### src/rtl/pc_pkg.sv
// Shared types and defaults for the program-counter sequencer slice.
package pc_pkg;

  localparam int unsigned PC_WIDTH_DEF     = 7;
  localparam int unsigned OFFSET_WIDTH_DEF = 5;
  localparam int unsigned STACK_DEPTH_DEF  = 4;

  typedef enum logic [2:0] {
    PC_HOLD   = 3'd0,
    PC_INC    = 3'd1,
    PC_BRANCH = 3'd2,
    PC_JUMP   = 3'd3,
    PC_CALL   = 3'd4,
    PC_RET    = 3'd5
  } pc_op_t;

  // Fixed-priority selection: hold beats return beats call beats jump beats branch.
  function automatic pc_op_t decode_op(
    input logic hold,
    input logic ret,
    input logic call,
    input logic jump,
    input logic branch
  );
    pc_op_t op;
    if (hold == 1'b1) begin
      op = PC_HOLD;
    end else if (ret == 1'b1) begin
      op = PC_RET;
    end else if (call == 1'b1) begin
      op = PC_CALL;
    end else if (jump == 1'b1) begin
      op = PC_JUMP;
    end else if (branch == 1'b1) begin
      op = PC_BRANCH;
    end else begin
      op = PC_INC;
    end
    return op;
  endfunction

endpackage

### src/rtl/return_stack.sv
// LIFO of return addresses. Only the occupancy count is reset; entries at or
// above the count are never read, so the storage itself needs no reset.
module return_stack
  import pc_pkg::*;
#(
  parameter int WIDTH = PC_WIDTH_DEF,
  parameter int DEPTH = STACK_DEPTH_DEF
) (
  input  logic                         Clock,
  input  logic                         nReset,
  input  logic                         push,
  input  logic                         pop,
  input  logic [WIDTH-1:0]             din,
  output logic [WIDTH-1:0]             dout,
  output logic [$clog2(DEPTH+1)-1:0]   count,
  output logic                         full,
  output logic                         empty
);

  localparam int CW = $clog2(DEPTH + 1);
  localparam int IW = (DEPTH > 1) ? $clog2(DEPTH) : 1;

  logic [WIDTH-1:0] mem_q [DEPTH];
  logic [CW-1:0]    count_d;
  logic [CW-1:0]    count_q;
  logic [IW-1:0]    wr_idx_s;
  logic [IW-1:0]    rd_idx_s;
  logic             do_push_s;
  logic             do_pop_s;

  // Occupancy flags, guarded push/pop and next count; pop wins if both are asked.
  always_comb begin
    full      = (count_q == CW'(DEPTH));
    empty     = (count_q == {CW{1'b0}});
    do_pop_s  = pop & ~empty;
    do_push_s = push & ~full & ~pop;
    wr_idx_s  = IW'(count_q);
    rd_idx_s  = IW'(count_q - CW'(1));
    dout      = mem_q[rd_idx_s];
    if (do_push_s) begin
      count_d = count_q + CW'(1);
    end else if (do_pop_s) begin
      count_d = count_q - CW'(1);
    end else begin
      count_d = count_q;
    end
  end

  // Occupancy register; reset empties the stack logically.
  always_ff @(posedge Clock or negedge nReset) begin
    if (!nReset) begin
      count_q <= {CW{1'b0}};
    end else begin
      count_q <= count_d;
    end
  end

  // Entry storage, written only on an accepted push.
  always_ff @(posedge Clock) begin
    if (do_push_s) begin
      mem_q[wr_idx_s] <= din;
    end
  end

  assign count = count_q;

endmodule

### src/rtl/pc_sequencer.sv
// Program-counter sequencer: increment, relative branch, absolute jump and
// call/return through a bounded return-address stack with sticky error flags.
module pc_sequencer
  import pc_pkg::*;
#(
  parameter int PC_WIDTH     = PC_WIDTH_DEF,
  parameter int OFFSET_WIDTH = OFFSET_WIDTH_DEF,
  parameter int STACK_DEPTH  = STACK_DEPTH_DEF
) (
  input  logic                               Clock,
  input  logic                               nReset,
  input  logic                               PCHold,
  input  logic                               Branch,
  input  logic [OFFSET_WIDTH-1:0]            BranchOffset,
  input  logic                               Jump,
  input  logic                               Call,
  input  logic                               Return,
  input  logic [PC_WIDTH-1:0]                Target,
  input  logic                               ErrClear,
  output logic [PC_WIDTH-1:0]                ProgramCounter,
  output logic [$clog2(STACK_DEPTH+1)-1:0]   StackCount,
  output logic                               StackOverflow,
  output logic                               StackUnderflow
);

  pc_op_t              op_s;
  logic [PC_WIDTH-1:0] pc_q;
  logic [PC_WIDTH-1:0] pc_d;
  logic [PC_WIDTH-1:0] pc_inc_s;
  logic [PC_WIDTH-1:0] offset_ext_s;
  logic [PC_WIDTH-1:0] stk_dout_s;
  logic                ovf_q;
  logic                ovf_d;
  logic                unf_q;
  logic                unf_d;
  logic                push_s;
  logic                pop_s;
  logic                stk_full_s;
  logic                stk_empty_s;

  return_stack #(
    .WIDTH (PC_WIDTH),
    .DEPTH (STACK_DEPTH)
  ) u_stack (
    .Clock  (Clock),
    .nReset (nReset),
    .push   (push_s),
    .pop    (pop_s),
    .din    (pc_inc_s),
    .dout   (stk_dout_s),
    .count  (StackCount),
    .full   (stk_full_s),
    .empty  (stk_empty_s)
  );

  // Operation decode, next-PC mux, stack requests and sticky flag update.
  always_comb begin
    op_s         = decode_op(PCHold, Return, Call, Jump, Branch);
    pc_inc_s     = pc_q + PC_WIDTH'(1);
    offset_ext_s = PC_WIDTH'($signed(BranchOffset));
    push_s       = 1'b0;
    pop_s        = 1'b0;
    pc_d         = pc_q;
    // Clear first so an error in the same cycle sets the flag again.
    if ((op_s != PC_HOLD) && ErrClear) begin
      ovf_d = 1'b0;
      unf_d = 1'b0;
    end else begin
      ovf_d = ovf_q;
      unf_d = unf_q;
    end
    case (op_s)
      PC_INC:    pc_d = pc_inc_s;
      PC_BRANCH: pc_d = pc_q + offset_ext_s;
      PC_JUMP:   pc_d = Target;
      PC_CALL: begin
        if (stk_full_s) begin
          pc_d  = pc_inc_s;
          ovf_d = 1'b1;
        end else begin
          push_s = 1'b1;
          pc_d   = Target;
        end
      end
      PC_RET: begin
        if (stk_empty_s) begin
          pc_d  = pc_inc_s;
          unf_d = 1'b1;
        end else begin
          pop_s = 1'b1;
          pc_d  = stk_dout_s;
        end
      end
      PC_HOLD:   pc_d = pc_q;
      default:   pc_d = pc_q;
    endcase
  end

  // PC and sticky error flags; reset is immediate and clock-independent.
  always_ff @(posedge Clock or negedge nReset) begin
    if (!nReset) begin
      pc_q  <= {PC_WIDTH{1'b0}};
      ovf_q <= 1'b0;
      unf_q <= 1'b0;
    end else begin
      pc_q  <= pc_d;
      ovf_q <= ovf_d;
      unf_q <= unf_d;
    end
  end

  assign ProgramCounter = pc_q;
  assign StackOverflow  = ovf_q;
  assign StackUnderflow = unf_q;

endmodule

### config.mk
export PLATFORM = sky130hd
export DESIGN_NAME = pc_sequencer
export DESIGN_NICKNAME = d
export VERILOG_FILES = /design/src/rtl/pc_pkg.sv /design/src/rtl/return_stack.sv /design/src/rtl/pc_sequencer.sv
export SDC_FILE = /design/constraint.sdc
export NUM_CORES = 1
export LEC_CHECK = 0
export BUFFER_PORTS_ARGS = -buffer_cell sky130_fd_sc_hd__buf_2
export CORE_MARGIN = 2
export CORE_UTILIZATION = 57
export CTS_CLUSTER_DIAMETER = 200
export DETAILED_ROUTE_END_ITERATION = 8
export PLACE_DENSITY = 0.79
export SLEW_MARGIN = 20
export SYNTH_ARGS = -nofsm -noshare
export SYNTH_HDL_FRONTEND = slang
export SYNTH_SLANG_ARGS = --single-unit
### constraint.sdc
create_clock -name Clock -period 3.1 [get_ports Clock]
set_clock_uncertainty 0.1 [all_clocks]
set_input_delay 0 -clock Clock [delete_from_list [all_inputs] [get_ports Clock]]
set_output_delay 0 -clock Clock [all_outputs]
set_load 0.005 [all_outputs]
==> Flow_metrics.wiki, run 1 <==
{| class="wikitable"
! Metric !! Value
|-
| Worst slew margin relative to its limit || 47.7%
|-
| Clock sink total || 40
|-
| Number of H-tree levels || 2
|-
| Highest metal layer used by the detailed router || met4
|-
| Cell area power density || 799 mW/mm²
|-
| Mean number of vias per cell || 6.07
|-
| Layout filler cell count || 270
|-
| Initial DRT Pass Iterations || 4
|-
| Setup repair after global routing missed its margin || false
|-
| Clock-pin slew on the worst setup and hold paths || 0.09 ns
|-
| Placed cell count || 254
|-
| Clock latency of the later-clocked register in the worst-skew pair || 0.29 ns
|-
| Number of diodes || 0
|-
| Worst hold margin || 0.0482 ns
|-
| Die outline width || 66.7 µm
|-
| Worst-case register-to-register setup slack || 0.78 ns
|-
| Met3 Wirelength || 284 µm
|-
| Worst Hold Path EP || ProgramCounter[0]
|-
| Reported max-cap violation count || 0
|-
| Count of different cell masters after synthesis || 47
|-
| Total I/O pin count || 32
|-
| Class of the most critical hold timing path || input port to flip-flop
|-
| Layout area overhead || 18.2%
|-
| Post-route met1 wirelength || 2070 µm
|-
| Pin count of the biggest net entering global routing || 16
|-
| Biggest cell delay along the critical path || 0.65 ns
|-
| Internal cell power || 1.38 mW
|-
| Worst flop-to-flop path endpoint || ProgramCounter[0]
|-
| Commonest register cell after synthesis || edfxtp_1
|-
| Setup violation total in the final timing report || 0
|-
| Worst R2R Start || u_stack.count[0]
|-
| Part of the cycle the worst path needs || 74.9%
|-
| Slowest stage cell, crit path || nor2b_1
|-
| Worst setup path category || flip-flop to flip-flop
|-
| Setup repair bufs after CTS || 0
|-
| Least setup slack across all paths after layout || 0.778 ns
|-
| Initial drt markers || 101
|-
| Run status || complete, no violations
|-
| Initial antenna violation count || 0
|-
| Ordered cell list for the critical path || buf_4, inv_1, ha_1, nand2b_1, nor2b_1, a221o_1, a21oi_1, nor2_1
|-
| Total power || 2.12 mW
|-
| Synth top area share || 37.5%
|-
| Post-synthesis async set-or-reset flop share || 30.0%
|-
| Total routed wirelength || 4830 µm
|-
| Cell with the most instances after synthesis || edfxtp_1
|-
| Clk buf depth || 2
|-
| Initial core utilization || 60.4%
|-
| Post-synthesis instance area || 0.00224 mm²
|-
| Cell count of the worst reg-to-reg path || 8
|-
| Critical path arrival || 2.45 ns
|-
| Gp weighted congestion || 0.882
|-
| Reg power frac || 38.5%
|-
| GRT Overall Usage || 23.8%
|-
| Required time of the critical path || 3.22 ns
|-
| Final period demand of the worst path || 2.32 ns
|-
| DRC || 0
|-
| Die outline area || 0.00445 mm²
|-
| Number of global-route vias before repair || 1,617
|-
| Leading cell types by total area after synthesis || edfxtp_1 (37%), dfrtp_1 (13%), ha_1 (6.7%)
|-
| Number of pins exceeding their max-slew limit in the final report || 0
|-
| Share of total power in combinational logic || 41.0%
|-
| Post-synth top cells || edfxtp_1 (28), dfrtp_1 (12), ha_1 (12), nand2_1 (10), xnor2_1 (10)
|-
| Count of flip-flops with a built-in enable after synthesis || 28
|-
| Min-Delay Path Depth || 4
|-
| Number of port buffers || 31
|-
| Synth warn || 0
|-
| Part of the power in the clock network || 20.4%
|-
| Max IR drop VDD || 0.407 mV
|-
| Cell Rows || 22
|-
| Hold Path Origin || Target[0]
|-
| Root buf cell || clkbuf_8
|-
| Final global-route overflow total || 0
|-
| Crit end category || flip-flop
|-
| Final standard cell utilization of the core || 71.3%
|-
| # nets final || 256
|-
| Fraction of final layout cells with drive strength greater than 1 || 22.3%
|-
| Sum Neg Setup Slack || 0 ns
|-
| Clock tree from TritonCTS || done
|-
| Largest fanout on the critical path || 12
|-
| Wire length of the first global-routing pass || 7600 µm
|-
| Maximum frequency from static timing analysis || 431 MHz
|-
| Cell Count, Final, Fillers Out || 272
|-
| Total via count in the routed design || 1,652
|-
| Fraction of power spent switching nets || 35.1%
|-
| Final cell area excluding filler cells || 0.00265 mm²
|-
| Sw power || 0.743 mW
|-
| Synth Net Count || 212
|-
| Slew at the pin with the worst max-slew slack || 0.783 ns
|-
| Estimated wirelength of the detail-placed design || 3430 µm
|-
| Die height || 66.7 µm
|-
| CTS buffer count || 5
|-
| Wire length on met2 || 2460 µm
|-
| Mean instance size in the synthesized netlist || 12.5 µm²
|-
| Post-route ant nets || 0
|-
| Startpoint types || flip-flop
|-
| Leakage power total || 1.05 nW
|-
| Final hold violation count || 0
|-
| Core ar. || 0.00372 mm²
|-
| Worst Setup Slack post-DPL || 0.829 ns
|-
| Wire per inst || 17.8 µm
|-
| Cell count after synthesis || 179
|-
| Placed Area || 0.00244 mm²
|-
| Register bit count reported by yosys || 40
|-
| Post-synth top area cell || edfxtp_1
|-
| Sequential cell area fraction in the yosys report || 50.9%
|}
[metal layers]
| metal | up-vias | global-route usage (%) |
|---|---|---|
| met4 | 0 | 8.42 |
| met5 | - | 0 |
| met1 | 819 | 30.1 |
| li1 | 775 | - |
| met3 | 2 | 5.07 |
| met2 | 56 | 40.6 |
[cells by family after synthesis]
logic type	after synthesis	share of synthesized area, %
multiplexers	7	7.53
XOR/XNOR	14	5.47
adder cells (fa/ha/maj)	13	7.58
flip-flops	40	50.9
AND/OR/NAND/NOR	44	10.9
AO/OA/AOI/OAI	47	14.8
buffers and inverters	14	2.84
[power by group through the flow]
stage          Sequential (mW)  Combinational, mW  Clock, mW
6_report                 0.817              0.869      0.433
3_3_place_gp             0.819              0.806          0
4_1_cts                  0.814              0.867      0.443
2_1_floorplan            0.823              0.606          0
5_1_grt                  0.831              0.958      0.464
3_5_place_dp             0.826              0.843          0
[flip-flops by register name, indices dropped and copies added (netlist names)]
name            count
StackOverflow       1
ProgramCounter      7
u_stack.count       3
StackUnderflow      1
u_stack.mem_q      28
[placed cells by master (no fill, tap or decap), drive strengths merged, types with 3 or more instances in the layout]
master and instances:
nand3 4, xor2 4, nand2b 5, nor4 3
xnor2 10, a21oi 10, nand2 10, clkbuf 5
o21ai 8, nor2 8, or2 3, nor2b 3
a211oi 3, ha 12, and2 3, dlygate4sd3 10
o21a 3, buf 32, inv 10, o22ai 3
dfrtp 12, mux4 7, edfxtp 28, a22oi 3
[how the worst max path moves through the flow]
stage	slack, ns	from	cells past startpoint	to
global route	0.60	u_stack.count[0]	8	ProgramCounter[0]
detailed placement	0.83	u_stack.count[0]	7	ProgramCounter[0]
CTS	0.80	u_stack.count[0]	7	ProgramCounter[0]
finish	0.78	u_stack.count[0]	8	ProgramCounter[0]
floorplan	0.90	u_stack.count[0]	8	ProgramCounter[0]
global placement	0.94	u_stack.count[0]	7	ProgramCounter[0]
[repair_timing]
item                      in CTS  in global routing
gates resized for setup        0                  0
hold endpoints to repair      20                  0
hold buffers                  10                  0
[area by class of cell]
class	instances	area, µm²	share of cell area, %
flip-flops and latches	40	1140	43.0
multi-input cells	125	1040	39.2
repair buffers	42	263	9.91
clock buffers	5	68.8	2.60
well taps	48	60.1	2.27
clock inverters	3	46.3	1.75
inverters	9	33.8	1.27
[critical path, delay by kind of cell (launching register included)]
| family | cells | cell delay (ns) |
|---|---|---|
| flops | 1 | 0.33 |
| buf+inv | 2 | 0.32 |
| fa+ha+maj | 1 | 0.26 |
| simple gates | 3 | 0.89 |
| compound gates | 2 | 0.36 |
(Power assumes the default switching activity.)
==> inputs of run 2 (changes only) <==
==> constraint.sdc (replaced) <==
create_clock -name Clock -period 2.35 [get_ports Clock]
set_clock_uncertainty 0.1 [all_clocks]
set_input_delay 0 -clock Clock [delete_from_list [all_inputs] [get_ports Clock]]
set_output_delay 0 -clock Clock [all_outputs]
set_load 0.005 [all_outputs]
==> run 2 against run 1 <==
Critical path depth down 2. Fmax up 7.7%. Clock power up 28%. Combinational power up 31%. Clock-buffer cell count unchanged. Critical path type unchanged. Highest routed layer unchanged. Wire length up 0.41%. First-iteration DRC count up 65%. Via count up 0.48%. Largest power group unchanged.
==> Flow_metrics.wiki, run 2 (synthesis results as in run 1) <==
{| class="wikitable"
! Metric !! Value
|-
| Run status || complete, no violations
|-
| Worst setup path category || flip-flop to flip-flop
|-
| Number of pins exceeding their max-slew limit in the final report || 0 (unchanged)
|-
| Clock tree from TritonCTS || done
|-
| Footprint of the multi-input gates || 0.00104 mm² (+0.24%)
|-
| Worst Setup Slack post-DPL || 0.204 ns (-0.625 ns)
|-
| Cell count of the worst reg-to-reg path || 6 (-2)
|-
| Required time of the critical path || 2.44 ns (-0.78 ns)
|-
| Setup violation total in the final timing report || 0 (unchanged)
|-
| Mean number of vias per cell || 6.13 (+0.86%)
|-
| Estimated wirelength of the detail-placed design || 3590 µm (+4.5%)
|-
| Number of flip-flops in the largest register || 28 (unchanged)
|-
| Pin count of the biggest net entering global routing || 16 (unchanged)
|-
| DRC || 0 (unchanged)
|-
| CTS buffer count || 5 (unchanged)
|-
| Root buf cell || clkbuf_8
|-
| Clock sink total || 40 (unchanged)
|-
| Die outline width || 66.7 µm (unchanged)
|-
| Total routed wirelength || 4850 µm (+0.41%)
|-
| Cell Count, Final, Fillers Out || 271 (-0.37%)
|-
| Leading cell types in the layout, fill and taps excluded || buf_2 (31), edfxtp_1 (28), dfrtp_1 (12), ha_1 (12)
|-
| Layout area overhead || 17.6%
|-
| Least setup slack across all paths after layout || 0.194 ns (-0.584 ns)
|-
| Cell area power density || 1060 mW/mm² (+32%)
|-
| Die outline area || 0.00445 mm² (unchanged)
|-
| # nets final || 255 (-0.39%)
|-
| Core ar. || 0.00372 mm² (unchanged)
|-
| Sum Neg Setup Slack || 0 ns (unchanged)
|-
| Initial core utilization || 60.4% (unchanged)
|-
| Setup repair after global routing missed its margin || false
|-
| Register ranked first by flip-flop count || u_stack.mem_q
|-
| Setup repair bufs after CTS || 0 (unchanged)
|-
| Final period demand of the worst path || 2.16 ns (-0.166 ns)
|-
| Part of the cycle the worst path needs || 91.8% (+17 points)
|-
| Placed cell count || 255 (+0.39%)
|-
| Max IR drop VDD || 0.668 mV (+64%)
|-
| Leakage power total || 1.05 nW (-0.11%)
|-
| Biggest cell delay along the critical path || 0.50 ns (-0.15 ns)
|-
| Wire length of the first global-routing pass || 7710 µm (+1.5%)
|-
| Cell Rows || 22 (unchanged)
|-
| Maximum frequency from static timing analysis || 464 MHz (+7.7%)
|-
| Reported max-cap violation count || 0 (unchanged)
|-
| Number of port buffers || 31 (unchanged)
|-
| Worst-case register-to-register setup slack || 0.19 ns (-0.58 ns)
|-
| Total via count in the routed design || 1,660 (+0.48%)
|-
| Initial drt markers || 167 (+65%)
|-
| Worst R2R Start || u_stack.count[1]
|-
| GRT Overall Usage || 24.0% (+0.21 points)
|-
| Final hold violation count || 0 (unchanged)
|-
| Final standard cell utilization of the core || 71.0% (-0.37 points)
|-
| Post-route ant nets || 0 (unchanged)
|-
| Clock latency of the later-clocked register in the worst-skew pair || 0.29 ns (about the same)
|-
| Die height || 66.7 µm (unchanged)
|-
| Final cell area excluding filler cells || 0.00264 mm² (-0.52%)
|-
| Clock-pin slew on the worst setup and hold paths || 0.08 ns (about the same)
|-
| Crit end category || flip-flop
|-
| Largest fanout on the critical path || 9 (-3)
|-
| Worst flop-to-flop path endpoint || ProgramCounter[0]
|-
| Slew at the pin with the worst max-slew slack || 0.538 ns (-0.245 ns)
|-
| Buffer and inverter count on the worst path || 1 (-1)
|-
| Number of H-tree levels || 2 (unchanged)
|-
| Ordered cell list for the critical path || inv_1, ha_1, mux4_2, a221o_1, a21oi_1, nor2_1
|-
| Hold Path Origin || Target[4]
|-
| Critical path's top delay family || adder cells
|-
| Wire per inst || 17.9 µm (+0.78%)
|-
| Startpoint types || flip-flop
|-
| Gp weighted congestion || 0.863 (-2.2%)
|-
| Worst Hold Path EP || ProgramCounter[4]
|-
| Area taken by flip-flops and latches || 0.00114 mm² (unchanged)
|-
| Total I/O pin count || 32 (unchanged)
|-
| Critical path arrival || 2.24 ns (-0.21 ns)
|-
| Initial DRT Pass Iterations || 5 (+1)
|-
| Layout filler cell count || 258 (-4.4%)
|-
| Initial antenna violation count || 0 (unchanged)
|-
| Placed Area || 0.00244 mm² (+0.31%)
|-
| Clk buf depth || 2 (unchanged)
|-
| Number of global-route vias before repair || 1,597 (-1.2%)
|-
| Slowest stage cell, crit path || ha_1
|-
| Class of the most critical hold timing path || input port to flip-flop
|-
| Leading cell type in the layout, fill and taps excluded || buf_2
|-
| Total power || 2.78 mW (+31%)
|-
| Worst hold margin || 0.0000900 ns (-0.0481 ns)
|-
| Fraction of final layout cells with drive strength greater than 1 || 23.3% (+1.0 points)
|-
| Number of diodes || 0 (unchanged)
|-
| Final global-route overflow total || 0 (unchanged)
|-
| Min-Delay Path Depth || 3 (-1)
|-
| Worst slew margin relative to its limit || 63.9% (+16 points)
|}
==> run 2: cell count changes in the layout (fill, tap and decap cells not counted), sizes merged <==
cell | before | now
dlygate4sd3 | 10 | 8
buf | 32 | 33
clkinv | 0 | 1
inv | 10 | 9
==> run 2: worst max path at each step <==
stage,from,to,slack (ns),cells past startpoint
5_1_grt,u_stack.count[1],ProgramCounter[5],0.06,6
2_1_floorplan,u_stack.count[0],ProgramCounter[0],0.15,8
4_1_cts,u_stack.count[1],ProgramCounter[0],0.19,6
3_5_place_dp,u_stack.count[1],ProgramCounter[0],0.20,6
3_3_place_gp,ProgramCounter[0],ProgramCounter[4],0.27,8
6_report,u_stack.count[1],ProgramCounter[0],0.19,6
==> run 2: worst register-to-register path, delay by kind of cell, from the launching register on <==
kind                       cells  cell delay [ns]
muxes                          1             0.37
AOI/OAI and AO/OA              2             0.46
and+or+nand+nor                1             0.07
buffers and inverters          1             0.12
adders and majority gates      1             0.50
DFF                            1             0.43
==> run 2: repair_timing <==
action                     4_1_cts  5_1_grt
gates resized for setup          0        1
hold endpoints to repair        19        0
hold buffers                     8        0
setup endpoints to repair        0        1
==> run 2: cell type report <==
type	count	share of cell area [%]
Inverter	9	1.28
Timing Repair Buffer	41	9.49
Clock buffer	5	2.61
Multi-Input combinational cell	125	39.5
Sequential cell	40	43.3
Clock inverter	3	1.61
Tap cell	48	2.28
==> run 2: layer usage <==
layer / vias to the layer above / GRT usage (%) / part of all wire [%] / routed length [µm]
li1: 778 / - / - / -
met1: 796 / 32.5 / 43 / 2080
met3: 13 / 5.24 / 7.4 / 360
met4: 0 / 9.95 / 2.4 / 115
met5: - / 0 / 0 / 0
met2: 73 / 37.8 / 47 / 2300
==> run 2: power breakdown <==
part	internal (mW)	switching, mW
logic	0.540	0.601
clock network	0.314	0.242
registers	0.952	0.134
==> inputs of run 3 (changes only) <==
--- a/config.mk
+++ b/config.mk
@@ -7,10 +7,10 @@
 export LEC_CHECK = 0
 export BUFFER_PORTS_ARGS = -buffer_cell sky130_fd_sc_hd__buf_2
 export CORE_MARGIN = 2
-export CORE_UTILIZATION = 57
+export CORE_UTILIZATION = 60
 export CTS_CLUSTER_DIAMETER = 200
 export DETAILED_ROUTE_END_ITERATION = 8
-export PLACE_DENSITY = 0.79
+export PLACE_DENSITY = 0.83
 export SLEW_MARGIN = 20
 export SYNTH_ARGS = -nofsm -noshare
 export SYNTH_HDL_FRONTEND = slang
==> constraint.sdc (replaced) <==
create_clock -name Clock -period 2.55 [get_ports Clock]
set_clock_uncertainty 0.1 [all_clocks]
set_input_delay 0 -clock Clock [delete_from_list [all_inputs] [get_ports Clock]]
set_output_delay 0 -clock Clock [all_outputs]
set_load 0.005 [all_outputs]
==> run 3 against run 2 <==
Clock-buffer cell count did not move. Critical path depth rose by 1. Clock power fell by 5.8%. Hold slack improved by 0.0044 ns. Via count rose by 1.6%. Register-to-register slack improved by 0.14 ns. Total power fell by 7.6%. Setup slack improved by 0.14 ns. Sequential share of layout area barely moved. Critical endpoint unchanged. Largest cell class unchanged. Largest power group unchanged.
==> Flow_metrics.wiki, run 3 (synthesis results as in run 1) <==
{| class="wikitable"
! Metric !! Value
|-
| Initial core utilization || 61.7% (+1.4 points)
|-
| Pin count of the biggest net entering global routing || 16 (unchanged)
|-
| Layout area overhead || 17.6% (about the same)
|-
| Setup violation total in the final timing report || 0 (unchanged)
|-
| Total I/O pin count || 32 (unchanged)
|-
| Critical path arrival || 2.34 ns (+0.10 ns)
|-
| Worst Setup Slack post-DPL || 0.364 ns (+0.160 ns)
|-
| Core ar. || 0.00363 mm² (-2.2%)
|-
| Number of H-tree levels || 2 (unchanged)
|-
| Final hold violation count || 0 (unchanged)
|-
| Total via count in the routed design || 1,687 (+1.6%)
|-
| Wire per inst || 18.2 µm (+1.4%)
|-
| Largest fanout on the critical path || 11 (+2)
|-
| Die height || 65.1 µm (-2.4%)
|-
| Wire length of the first global-routing pass || 7900 µm (+2.5%)
|-
| Maximum frequency from static timing analysis || 451 MHz (-2.7%)
|-
| Class of the most critical hold timing path || input port to flip-flop
|-
| Final cell area excluding filler cells || 0.00264 mm² (about the same)
|-
| Gp weighted congestion || 0.879 (+1.9%)
|-
| Clock sink total || 40 (unchanged)
|-
| Estimated wirelength of the detail-placed design || 3590 µm (about the same)
|-
| Number of port buffers || 31 (unchanged)
|-
| Clock latency of the later-clocked register in the worst-skew pair || 0.30 ns (about the same)
|-
| CTS buffer count || 5 (unchanged)
|-
| Max IR drop VDD || 0.572 mV (-14%)
|-
| Run status || complete, no violations
|-
| Root buf cell || clkbuf_8
|-
| Leading cell types in the layout, fill and taps excluded || buf_2 (31), edfxtp_1 (28), dfrtp_1 (12), ha_1 (12)
|-
| Cell Rows || 22 (unchanged)
|-
| Startpoint types || flip-flop
|-
| Cell area power density || 974 mW/mm² (-7.7%)
|-
| Layout filler cell count || 244 (-5.4%)
|-
| Cell Count, Final, Fillers Out || 271 (unchanged)
|-
| Number of flip-flops in the largest register || 28 (unchanged)
|-
| Number of global-route vias before repair || 1,667 (+4.4%)
|-
| Worst setup path category || flip-flop to flip-flop
|-
| Placed Area || 0.00244 mm² (unchanged)
|-
| Final global-route overflow total || 0 (unchanged)
|-
| Placed cell count || 255 (unchanged)
|-
| Die outline area || 0.00424 mm² (-4.7%)
|-
| Final period demand of the worst path || 2.22 ns (+0.0588 ns)
|-
| Number of pins exceeding their max-slew limit in the final report || 0 (unchanged)
|-
| Sum Neg Setup Slack || 0 ns (unchanged)
|-
| Required time of the critical path || 2.68 ns (+0.24 ns)
|-
| Clock tree from TritonCTS || done
|-
| Cells resized by post-CTS repair || 0 (unchanged)
|-
| Initial DRT Pass Iterations || 4 (-1)
|-
| Clock-pin slew on the worst setup and hold paths || 0.09 ns (about the same)
|-
| Worst-case register-to-register setup slack || 0.33 ns (+0.14 ns)
|-
| GRT Overall Usage || 25.5% (+1.4 points)
|-
| Initial drt markers || 219 (+31%)
|-
| Total power || 2.57 mW (-7.6%)
|-
| DRC || 0 (unchanged)
|-
| Mean number of vias per cell || 6.23 (+1.6%)
|-
| Die outline width || 65.1 µm (-2.4%)
|-
| Reported max-cap violation count || 0 (unchanged)
|-
| Fraction of final layout cells with drive strength greater than 1 || 22.9% (-0.45 points)
|-
| Crit end category || flip-flop
|-
| Post-route ant nets || 0 (unchanged)
|-
| Total routed wirelength || 4920 µm (+1.4%)
|-
| Initial antenna violation count || 0 (unchanged)
|-
| Worst slew margin relative to its limit || 44.8% (-19 points)
|-
| Slew at the pin with the worst max-slew slack || 0.827 ns (+0.289 ns)
|-
| Register ranked first by flip-flop count || u_stack.mem_q
|-
| # nets final || 255 (unchanged)
|-
| Setup repair after global routing missed its margin || false
|-
| Clk buf depth || 2 (unchanged)
|-
| Least setup slack across all paths after layout || 0.335 ns (+0.141 ns)
|-
| Number of diodes || 0 (unchanged)
|-
| Part of the cycle the worst path needs || 86.9% (-4.9 points)
|-
| Leading cell type in the layout, fill and taps excluded || buf_2
|-
| Leakage power total || 1.05 nW (-0.12%)
|}
## run 3: cell types whose count changed in the layout (fill, tap and decap cells not counted)
cell and delta:
nor2b_2 -1, clkinv_2 -1, nor2b_1 +1, inv_6 +1
## run 3: cell type report
type,count,area [µm²],share of cell area [%]
sequential,40,1140,43.2
inverter,9,33.8,1.28
tap,48,60.1,2.28
timing repair buffer,41,250,9.48
clock buffer,5,68.8,2.61
multi-input combinational,125,1040,39.4
clock inverter,3,46.3,1.75
## run 3: worst paths after layout
kind / start / end / cells after the start
max in group asynchronous: nReset / u_stack.count[0] / 2
hold reg to reg: StackUnderflow / StackUnderflow / 2
setup reg to reg: u_stack.count[1] / ProgramCounter[0] / 7
hold / removal: Target[4] / ProgramCounter[4] / 3
min in group asynchronous: nReset / ProgramCounter[2] / 2
setup / recovery: u_stack.count[1] / ProgramCounter[0] / 7
## run 3: report_power, final
group	internal (mW)	switching [mW]
sequential	0.877	0.125
combinational	0.498	0.548
clock	0.295	0.229
## run 3: metal layers
metal | part of all wire [%] | track usage, %
met1 | 43 | 33.5
met2 | 49 | 42.8
met3 | 6.1 | 4.11
met4 | 1.8 | 10.2
met5 | 0 | 0
## run 3: timing repair
action                    CTS  global route
hold buffers                8             0
hold endpoints to repair   18             0
setup buffers               0             0
## run 3: metrics by stage
step | util, % | hold WS (ns)
detailed placement | 67.3 | -0.195
floorplan | - | -0.396
CTS | 72.6 | 0.000326
finish | 72.6 | 0.00445
global placement | 67.3 | -0.204
global route | 72.6 | 0.0385
## run 3: critical path, cell delays in order (launching register included)
cell      delay [ns]
dfrtp_1         0.42
inv_1           0.12
ha_1            0.25
nand2b_1        0.13
nor2b_1         0.68
a221o_1         0.28
o22ai_1         0.07
nor2_1          0.11
